--- src/rtl/bit_serializer.sv ---
// Parallel-to-serial converter with a one-word holding register, so the next sample
// can be accepted while the current one shifts out, plus an optional idle gap between words.
//
// state | meaning
// IDLE  | no word in flight, outputs low, waiting for hold to fill
// SHIFT | presenting bit count n of the current word on bit_out
// GAP   | GAP_BITS idle bit periods after a word, bit_out held low
module bit_serializer #(
  parameter int WIDTH     = 16,
  parameter int MSB_FIRST = 1,
  parameter int GAP_BITS  = 1
) (
  input  logic             clk,
  input  logic             rst,
  input  logic [WIDTH-1:0] s_data,
  input  logic             s_valid,
  output logic             s_ready,
  output logic             bit_out,
  output logic             frame_out,
  output logic             busy
);

  localparam int            CW       = (WIDTH > 1) ? $clog2(WIDTH) : 1;
  localparam logic [CW-1:0] LAST_CNT = CW'(WIDTH - 1);
  localparam logic [3:0]    GAP_LOAD = (GAP_BITS > 0) ? 4'(GAP_BITS - 1) : 4'd0;

  typedef enum logic [1:0] {IDLE, SHIFT, GAP} state_t;

  state_t           state;
  logic [WIDTH-1:0] hold;
  logic             hold_full;
  logic [WIDTH-1:0] shreg;
  logic [CW-1:0]    cnt;
  logic [3:0]       gcnt;

  logic             hold_first;
  logic [WIDTH-1:0] hold_adv;
  logic             shreg_bit;
  logic [WIDTH-1:0] shreg_adv;
  logic             load_point;
  logic             do_load;

  assign s_ready = !hold_full;

  // The shifter holds only the bits still to be sent, so the next bit is always at one end.
  always_comb begin
    hold_first = (MSB_FIRST != 0) ? hold[WIDTH-1]  : hold[0];
    hold_adv   = (MSB_FIRST != 0) ? (hold << 1)    : (hold >> 1);
    shreg_bit  = (MSB_FIRST != 0) ? shreg[WIDTH-1] : shreg[0];
    shreg_adv  = (MSB_FIRST != 0) ? (shreg << 1)   : (shreg >> 1);
    load_point = (state == IDLE) ||
                 ((state == SHIFT) && (cnt == LAST_CNT) && (GAP_BITS == 0)) ||
                 ((state == GAP) && (gcnt == 4'd0));
    do_load    = load_point && hold_full;
  end

  always_ff @(posedge clk or negedge rst) begin
    if (!rst) begin
      state     <= IDLE;
      hold      <= '0;
      hold_full <= 1'b0;
      shreg     <= '0;
      cnt       <= '0;
      gcnt      <= 4'd0;
      bit_out   <= 1'b0;
      frame_out <= 1'b0;
      busy      <= 1'b0;
    end else begin
      // Accept and load are exclusive: loading needs hold_full, accepting needs it clear.
      if (s_valid && !hold_full) begin
        hold      <= s_data;
        hold_full <= 1'b1;
      end else if (do_load) begin
        hold_full <= 1'b0;
      end

      if (do_load) begin
        state     <= SHIFT;
        shreg     <= hold_adv;
        cnt       <= '0;
        bit_out   <= hold_first;
        frame_out <= 1'b1;
        busy      <= 1'b1;
      end else if (load_point) begin
        state     <= IDLE;
        cnt       <= '0;
        bit_out   <= 1'b0;
        frame_out <= 1'b0;
        busy      <= 1'b0;
      end else if (state == SHIFT) begin
        frame_out <= 1'b0;
        if (cnt == LAST_CNT) begin
          state   <= GAP;
          gcnt    <= GAP_LOAD;
          bit_out <= 1'b0;
        end else begin
          cnt     <= cnt + 1'b1;
          shreg   <= shreg_adv;
          bit_out <= shreg_bit;
        end
      end else begin
        gcnt <= gcnt - 4'd1;
      end
    end
  end

endmodule

--- config.mk ---
export PLATFORM = sky130hd
export DESIGN_NAME = bit_serializer
export DESIGN_NICKNAME = d
export VERILOG_FILES = /design/src/rtl/bit_serializer.sv
export SDC_FILE = /design/constraint.sdc
export NUM_CORES = 1
export LEC_CHECK = 0
export BUFFER_PORTS_ARGS = -buffer_cell sky130_fd_sc_hd__buf_2
export CAP_MARGIN = 20
export CORE_MARGIN = 1
export CORE_UTILIZATION = 46
export DETAILED_ROUTE_END_ITERATION = 16
export HOLD_SLACK_MARGIN = 0.1
export PLACE_DENSITY_LB_ADDON = 0.12
export SYNTH_ARGS = -nofsm -noshare
export SYNTH_HDL_FRONTEND = slang
export SYNTH_SLANG_ARGS = --single-unit
--- constraint.sdc ---
create_clock -name clk -period 1.9 [get_ports clk]
set_input_delay 0 -clock clk [delete_from_list [all_inputs] [get_ports clk]]
set_output_delay 0 -clock clk [all_outputs]
set_load 0.05 [all_outputs]
# Word-level counts from Yosys, hierarchy flattened
# Cells that the tools add are included.
# totals
register_bits	46
inputBits	19
output_inout_bits	4
word_cells	61
# classes
addsub	2
n_eq_ne	7
n_mux	25
n_bitwise	2
reduce_logical	16
# op_table
cell	count
$mux W16	4
$mux W4	6
$mux W1	11
$mux W2	4
$reduce_and A3 Y1	2
$reduce_bool A2 Y1	3
$reduce_bool A3 Y1	2
$add A4 B1 Y4 const B	1
$eq A4 B4 Y1 const B	1
$logic_not A4 Y1	1
$ne A2 B1 Y1 const B	2
$reduce_and A2 Y1	2
$sub A4 B1 Y4 const B	1
$logic_and A1 B1 Y1	3
$ne A3 B3 Y1 const B	1
$eq A2 B1 Y1 const B	1
$eq A2 B2 Y1 const B	1
$logic_not A2 Y1	1
$ne A2 B2 Y1 const B	1
$not A1 Y1	2
$logic_not A1 Y1	1
$logic_or A1 B1 Y1	1

# Longest topological paths before layout
# Gate-level depths: netlist (run 1).
# logic_depth
ltp_word	6
ltp_mapped	7

# Least setup slack after synthesis (run 1)
# Ideal clock, no wire load.
# synth_path
path_kind	reg2reg
startpoint	register gcnt[0]
endpoint	register shreg[9]
arrival_time_ps	1559
setup_slack_ps	198
path_stages_with_launch	8
period_less_slack_ps	1702
cell_sequence	dfrtp_1 inv_1 ha_1 or4b_1 buf_6 buf_12 a211oi_2 a31oi_1
# synth_via
elab_chain_len	6
elab_cells_between_ends	9
cone_classes	eq/ne (2); mux (1); reduce/logical (6)
# synth_rtl
item	line	source
start, declared	34	logic [3:0] gcnt;
start signal, assigned	102	gcnt <= gcnt - 4'd1;
$logic_not A4 Y1 *	53	((state == GAP) && (gcnt == 4'd0));
$logic_and A1 B1 Y1 *	53	
$logic_or A1 B1 Y1 *	52	((state == SHIFT) && (cnt == LAST_CNT) && (GAP_BITS == 0)) ||
$logic_and A1 B1 Y1	54	do_load = load_point && hold_full;
$ne A2 B2 Y1 (no line) (tied with other cells)	-	
$reduce_and A3 Y1 (no line)	-	
end signal, assigned	79	shreg <= hold_adv;
end signal, assigned	98	shreg <= shreg_adv;
end, declared	32	logic [WIDTH-1:0] shreg;
# Every way passes the cells marked *; elsewhere a longest branch is shown, timed or not.
# A chain may end at the register's enable or synchronous reset.

# Worst setup path after layout (run 1)
# layout_path
startpoint	register gcnt[0]
endpoint	register shreg[5]
# The elaborated chain is that of the path after synthesis.

==> flow_summary.yaml, run 1 <==
timing:
  tightest_slew_ps: 648
  finalSetupViolCount: 0
  finalCritPeriodShare_pct: 95.5
  slew_headroom_pct: 56.7
  min_period_ps: 1810
  rsz0062_at_grt: "false"
  fmax_ghz: 0.551
  setup_tns_ps: 0
  fin_skew_ps: 7.55
  drv_slew: 0
  hold_viol: 0
detailed_routing:
  dr_total_vias: 1665
  drcViolationCount: 0
  drt_pass1_iterations: 4
  wl_um: 4600
  wl_met2_um: 2200
  met1Wirelength_um: 2140
  routed.top_layer: "met4"
  drt_iter0_drc: 67
  post_drt_wl_per_cell_um: 16.4
  viasPerCell: 5.95
  drt.antenna.violating_nets: 0
  met3_length_um: 173
logic_synthesis:
  synthMuxAreaShare_pct: 9.33
  synthCells: 190
  yosysUniqueCellTypes: 39
  synthesis.area_um2: 2150
  yosys.area.top_type: "dfrtp_1"
  synthAdderAreaFrac_pct: 1.17
  synth_top_cell_area_share_pct: 52.5
  synth-simple-area-share_pct: 10.7
  yosys_warnings: 0
  synth_area_per_cell_um2: 11.3
  ys_seq_area_share_pct: 52.5
  synth.area.top_cells: "dfrtp_1, mux2_2, a211oi_2"
  syn_nets: 211
  synth-xor-area-share_pct: 0.816
  synth_top_family_by_area: "compound AO/OA/AOI/OAI gates"
  ys_ff_latch: 45
  synth_compound_area_share_pct: 20.2
floorplanning:
  die_x_um: 70.3
  coreArea_um2: 4410
  start_util_pct: 48.6
  rows: 24
  pin_count: 23
  fp.dieArea_um2: 4940
  die_h_um: 70.3
clock_network:
  clk_latency_ps: 290
  cts_max_level: 2
  cts_tree: "built"
  path_clk_slew_ps: 90
  cts_buffers: 5
  cts_buffer_depth: 2
  clock-root-buffer: "clkbuf_8"
  post_cts_buffers: 0
  clock_sinks: 45
power:
  p_leak_nw: 1.10
  vdd_drop_max_mv: 0.658
  p_per_area_nw_per_um2: 1580
setup_path:
  cp-end-kind: "flop"
  crit_slowest_cell: "or4b_1"
  required_ps: 2040
  critPathLaunchType: "flop"
  worstPathArrival_ps: 1960
  crit_family: "simple AND/OR/NAND/NOR gates"
  path_buf_inv: 2
  crit_chain: "inv_1, ha_1, or4b_1, buf_6, a211oi_1, a31oi_1"
  critPathMaxStageDelay_ps: 460
  path_max_fanout: 19
  path_class: "reg -> reg"
global_routing:
  grt_pass1_vias: 1716
  grt_max_degree: 26
  grt-ovfl-total: 0
  grt_pass1_wl_um: 8050
  grt_antenna_before_repair: 0
  globalRouteTotalUtil_pct: 20.8
placed_design:
  port-buffer-count: 22
  hpwl_um: 2940
  gp_congestion: 0.778
final_layout:
  post-route-util_pct: 58.9
  drive_above_1_share_pct: 28.9
  num_antenna_cells: 0
  fin_nets: 249
  syn2layout_area_growth_pct: 21.1
run:
  cap_violations: 0
outcome:
  status: "complete, no violations"
worst_hold_path:
  hp-class: "in -> async"
==> final cells by class <==
class	count	area, µm²
fill	372	1820
sequential	45	1130
clock buffer	5	68.8
timing repair buffer	48	367
inverter	4	15.0
tap	52	65.1
multi-input combinational	124	922
clock inverter	2	35.0
==> cell usage after synthesis <==
| master | n |
|---|---|
| o21ai_0 | 18 |
| a211oi_1 | 9 |
| o21ai_1 | 1 |
| nand3b_1 | 1 |
| nand2b_1 | 1 |
| a311oi_1 | 1 |
| a211oi_2 | 8 |
| nand4_1 | 1 |
| nor2_1 | 3 |
| buf_12 | 1 |
| o21ai_2 | 1 |
| a21oi_1 | 2 |
| and3_1 | 1 |
| clkbuf_1 | 7 |
| nor3b_1 | 1 |
| o21a_1 | 2 |
| ha_1 | 2 |
| buf_2 | 6 |
| a22o_1 | 1 |
| xnor2_1 | 2 |
| nand3_1 | 19 |
| a31oi_1 | 14 |
| clkbuf_2 | 1 |
| nor2b_1 | 2 |
| a2111oi_0 | 1 |
| mux2_2 | 16 |
| o22ai_1 | 1 |
| nor3_1 | 2 |
| buf_4 | 1 |
| mux2i_1 | 2 |
| o31ai_1 | 1 |
| buf_6 | 1 |
| nand2_1 | 7 |
| inv_1 | 4 |
| dfrtp_1 | 45 |
| a41oi_1 | 1 |
| or2_2 | 1 |
| or4b_1 | 1 |
| nor4b_4 | 1 |
==> per-stage QoR <==
stage / setup WS [ps] / std cells / total power, mW / hold slack (ps) / cell area (µm²)
2_1_floorplan: 198 / 190 / 2.96 / -296 / 2150
6_report: 85.5 / 280 / 4.10 / 203 / 2600
5_1_grt: 1.51 / 280 / 4.42 / 229 / 2600
4_1_cts: 35.0 / 280 / 4.11 / 214 / 2580
3_3_place_gp: 107 / 255 / 3.29 / -0.435 / 2290
3_5_place_dp: 52.5 / 255 / 3.38 / 5.16 / 2290
==> logic make-up after synthesis <==
logic type | count (synthesis)
AO/OA/AOI/OAI | 61
flip-flops | 45
AND/OR/NAND/NOR | 41
buffers and inverters | 21
multiplexers | 18
XOR/XNOR | 2
adder cells (fa/ha/maj) | 2
==> flip-flops by register name (all words and copies together) (netlist names) <==
register,flops
gcnt,4
cnt,4
hold,16
state,2
frame_out,1
bit_out,1
busy,1
shreg,15
hold_full,1
==> layer usage <==
metal  GRT usage [%]  up-vias
met5               0        -
met4            9.33        0
met3            4.76       11
met2            32.9       49
met1            27.0      819
li1                -      786
==> path summary, 6_finish.rpt <==
check | from | endpoint | slack, ps | cells after the start
setup / recovery | gcnt[0]$_DFFE_PN0P_ | shreg[5]$_DFFE_PN0P_ | 90 | 6
hold / removal | rst | hold_full$_DFFE_PN0P_ | 200 | 2
setup reg to reg | gcnt[0]$_DFFE_PN0P_ | shreg[5]$_DFFE_PN0P_ | 90 | 6
hold reg to reg | busy$_DFFE_PN0N_ | busy$_DFFE_PN0N_ | 500 | 2
max in group asynchronous | rst | shreg[9]$_DFFE_PN0P_ | 1180 | 3
min in group clk | s_data[0] | hold[0]$_DFFE_PN0P_ | 450 | 4
==> placed cells by master (no fill, tap or decap), types with 7 or more instances in the layout <==
master,n
a211oi_1,7
a211oi_2,10
a31oi_1,14
buf_2,22
dfrtp_1,45
dlygate4sd3_1,18
mux2_2,16
nand2_1,7
nand3_1,19
o21ai_0,18
==> report_power, final <==
group          switching [mW]  internal, mW  total [mW]  leakage [nW]
sequential              0.355          1.42        1.78         0.545
clock                   0.318         0.383       0.701        0.0540
combinational           0.891         0.735        1.63         0.503
total                    1.56          2.54        4.10          1.10
==> repair_timing <==
action,in CTS,in global routing
hold buffers,18,0
endpoints found under the hold margin,62,0
setup endpoints to repair,0,15
gates resized for setup,0,4
No activity file was read; power rests on OpenSTA's default activity.
==> run 2, diff against run 1 <==
--- a/config.mk
+++ b/config.mk
@@ -5,10 +5,12 @@
 export SDC_FILE = /design/constraint.sdc
 export NUM_CORES = 1
 export LEC_CHECK = 0
+export ABC_AREA = 1
 export BUFFER_PORTS_ARGS = -buffer_cell sky130_fd_sc_hd__buf_2
 export CAP_MARGIN = 20
-export CORE_MARGIN = 1
+export CORE_MARGIN = 2
 export CORE_UTILIZATION = 46
+export CTS_CLUSTER_DIAMETER = 200
 export DETAILED_ROUTE_END_ITERATION = 16
 export HOLD_SLACK_MARGIN = 0.1
 export PLACE_DENSITY_LB_ADDON = 0.12
==> flow_summary.yaml, run 2 <==
outcome:
  status: "complete, no violations"
final_layout:
  post-route-util_pct: 57.1
  fillers: 400
  regMostFlops: "hold"
  layout_common_cells: "nand2_1, dfrtp_1, buf_2, inv_1, nor2_1"
  syn2layout_area_growth_pct: 18.5
  fin_cells: 341
  finalInstanceArea_um2: 2520
  final_common_cell: "nand2_1"
  reg.largest.list: "hold: 16 flops, shreg: 15 flops"
  num_antenna_cells: 0
  largest_reg_flops: 16
  drive_above_1_share_pct: 14.9
  fin_nets: 310
timing:
  fmax_ghz: 0.624
  rsz0062_at_grt: "false"
  fin_skew_ps: 4.66
  hold_viol: 0
  min_period_ps: 1600
  whs_ps: 309
  setup_ws_ps: 298
  finalSetupViolCount: 0
  slew_headroom_pct: 62.5
  tightest_slew_ps: 562
  drv_slew: 0
  setup_tns_ps: 0
  finalCritPeriodShare_pct: 84.3
logic_synthesis:
  synthFlopType: "dfrtp_1"
  synthTopCellsByCount: "nand2_1, dfrtp_1, inv_1, nor2_1, nand3_1"
  synth_top_cell_area_share_pct: 52.9
  yosysUniqueCellTypes: 24
  synth.area.top_cells: "dfrtp_1, nand2_1, nand4_1"
  syn_nets: 270
  ys_ff_latch: 45
  yosys_warnings: 0
  synthesis.area_um2: 2130
  synth-async-reset-ratio_pct: 100
  yosysMostFrequentCell: "nand2_1"
  synth-edff-count: 0
  yosys.area.top_type: "dfrtp_1"
  synth_area_per_cell_um2: 8.55
  synthCells: 249
  ys_seq_area_share_pct: 52.9
power:
  p_leak_nw: 1.34
  power.total_mw: 3.81
  p_per_area_nw_per_um2: 1510
  vdd_drop_max_mv: 0.811
global_routing:
  grt_max_degree: 46
  grtUsageMet2_pct: 26.7
  grt-ovfl-total: 0
  globalRouteTotalUtil_pct: 18.8
  grt_pass1_vias: 1589
  grt_use_met3_pct: 3.33
  use_met1_pct: 28.0
  grt_antenna_before_repair: 0
  gr-max-usage-layer: "met1"
  grt_pass1_wl_um: 7460
setup_path:
  cp-end-kind: "flop"
  required_ps: 2090
  worstPathArrival_ps: 1790
  path_max_fanout: 19
  path_class: "reg -> reg"
  critPathLaunchType: "flop"
clock_network:
  cts_buffers: 5
  clock-root-buffer: "clkbuf_8"
  clk_latency_ps: 300
  post_cts_buffers: 0
  ctsResizeCount: 0
  cts_tree: "built"
  path_clk_slew_ps: 80
  cts_max_level: 2
  clock_sinks: 45
  cts_buffer_depth: 2
placed_design:
  gp_congestion: 0.742
  hpwl_um: 2710
  placed_area_um2: 2250
  port-buffer-count: 22
  dp_slack_ps: 295
  place_inst: 316
detailed_routing:
  dr_total_vias: 1661
  viasPerCell: 4.87
  wl_um: 4210
  drt_pass1_iterations: 4
  drcViolationCount: 0
  post_drt_wl_per_cell_um: 12.3
  drt.antenna.violating_nets: 0
  drt_iter0_drc: 120
floorplanning:
  die_h_um: 72.0
  rows: 24
  die_x_um: 72.0
  pin_count: 23
  coreArea_um2: 4410
  fp.dieArea_um2: 5190
  start_util_pct: 48.2
worst_hold_path:
  hp-class: "in -> async"
run:
  cap_violations: 0
==> run 2: cell count changes in the layout (fill, tap and decap cells not counted), moves of 3 or more <==
cell and delta:
nand2_1 +71, nor2_1 +17, inv_1 +16, mux2_2 -15
nand4_1 +15, a21oi_1 +14, a31oi_1 -14, a211oi_2 -10
o21ai_0 -10, a211oi_1 -7, nand2_4 +3
==> run 2: worst paths after layout <==
check | slack [ps] | cells after the start | endpoint | from
max | 300 | 7 | cnt[2]$_DFFE_PN0P_ | cnt[0]$_DFFE_PN0P_
min | 310 | 3 | cnt[3]$_DFFE_PN0P_ | rst
max reg2reg | 300 | 7 | cnt[2]$_DFFE_PN0P_ | cnt[0]$_DFFE_PN0P_
min reg2reg | 480 | 2 | busy$_DFFE_PN0N_ | busy$_DFFE_PN0N_
max in group asynchronous | 1210 | 3 | hold[15]$_DFFE_PN0P_ | rst
min in group clk | 480 | 4 | hold[7]$_DFFE_PN0P_ | s_data[7]
==> run 2: kinds of logic after synthesis <==
| logic type | share of synthesized area, % |
|---|---|
| flip-flops | 52.9 |
| AO/OA/AOI/OAI | 5.64 |
| buffers and inverters | 8.17 |
| AND/OR/NAND/NOR | 30.0 |
| adder cells (fa/ha/maj) | 1.18 |
| multiplexers | 1.23 |
| XOR/XNOR | 0.823 |
==> run 2: final cells by class <==
cell class | count | area, µm² | area share (%)
tap | 52 | 65.1 | 2.58
clock buffer | 7 | 86.3 | 3.42
timing repair buffer | 45 | 328 | 13.0
inverter | 22 | 87.6 | 3.47
sequential | 45 | 1130 | 44.7
multi-input combinational | 170 | 828 | 32.9
==> run 2: timing repair <==
item / 4_1_cts / 5_1_grt
hold buffers: 18 / 0
endpoints found under the setup margin: 0 / 0
hold endpoints to repair: 62 / 0
==> run 2: routing by layer <==
layer  vias up  wire, µm
met5         -         0
met2        26      1820
met4         0        94
met1       749      2190
li1        879         -
met3         7       103
==> run 2: critical path, cell delays in order, from the launching register on <==
cell	delay (ps)
dfrtp_1	420
ha_1	240
nand3_1	170
nand2_4	190
nand2_1	230
inv_1	110
nand2_1	70
nand2_1	60
==> run 2: power by group <==
part,switching [mW],internal (mW)
Sequential,0.241,1.40
Combinational,1.02,0.556
Clock,0.303,0.289
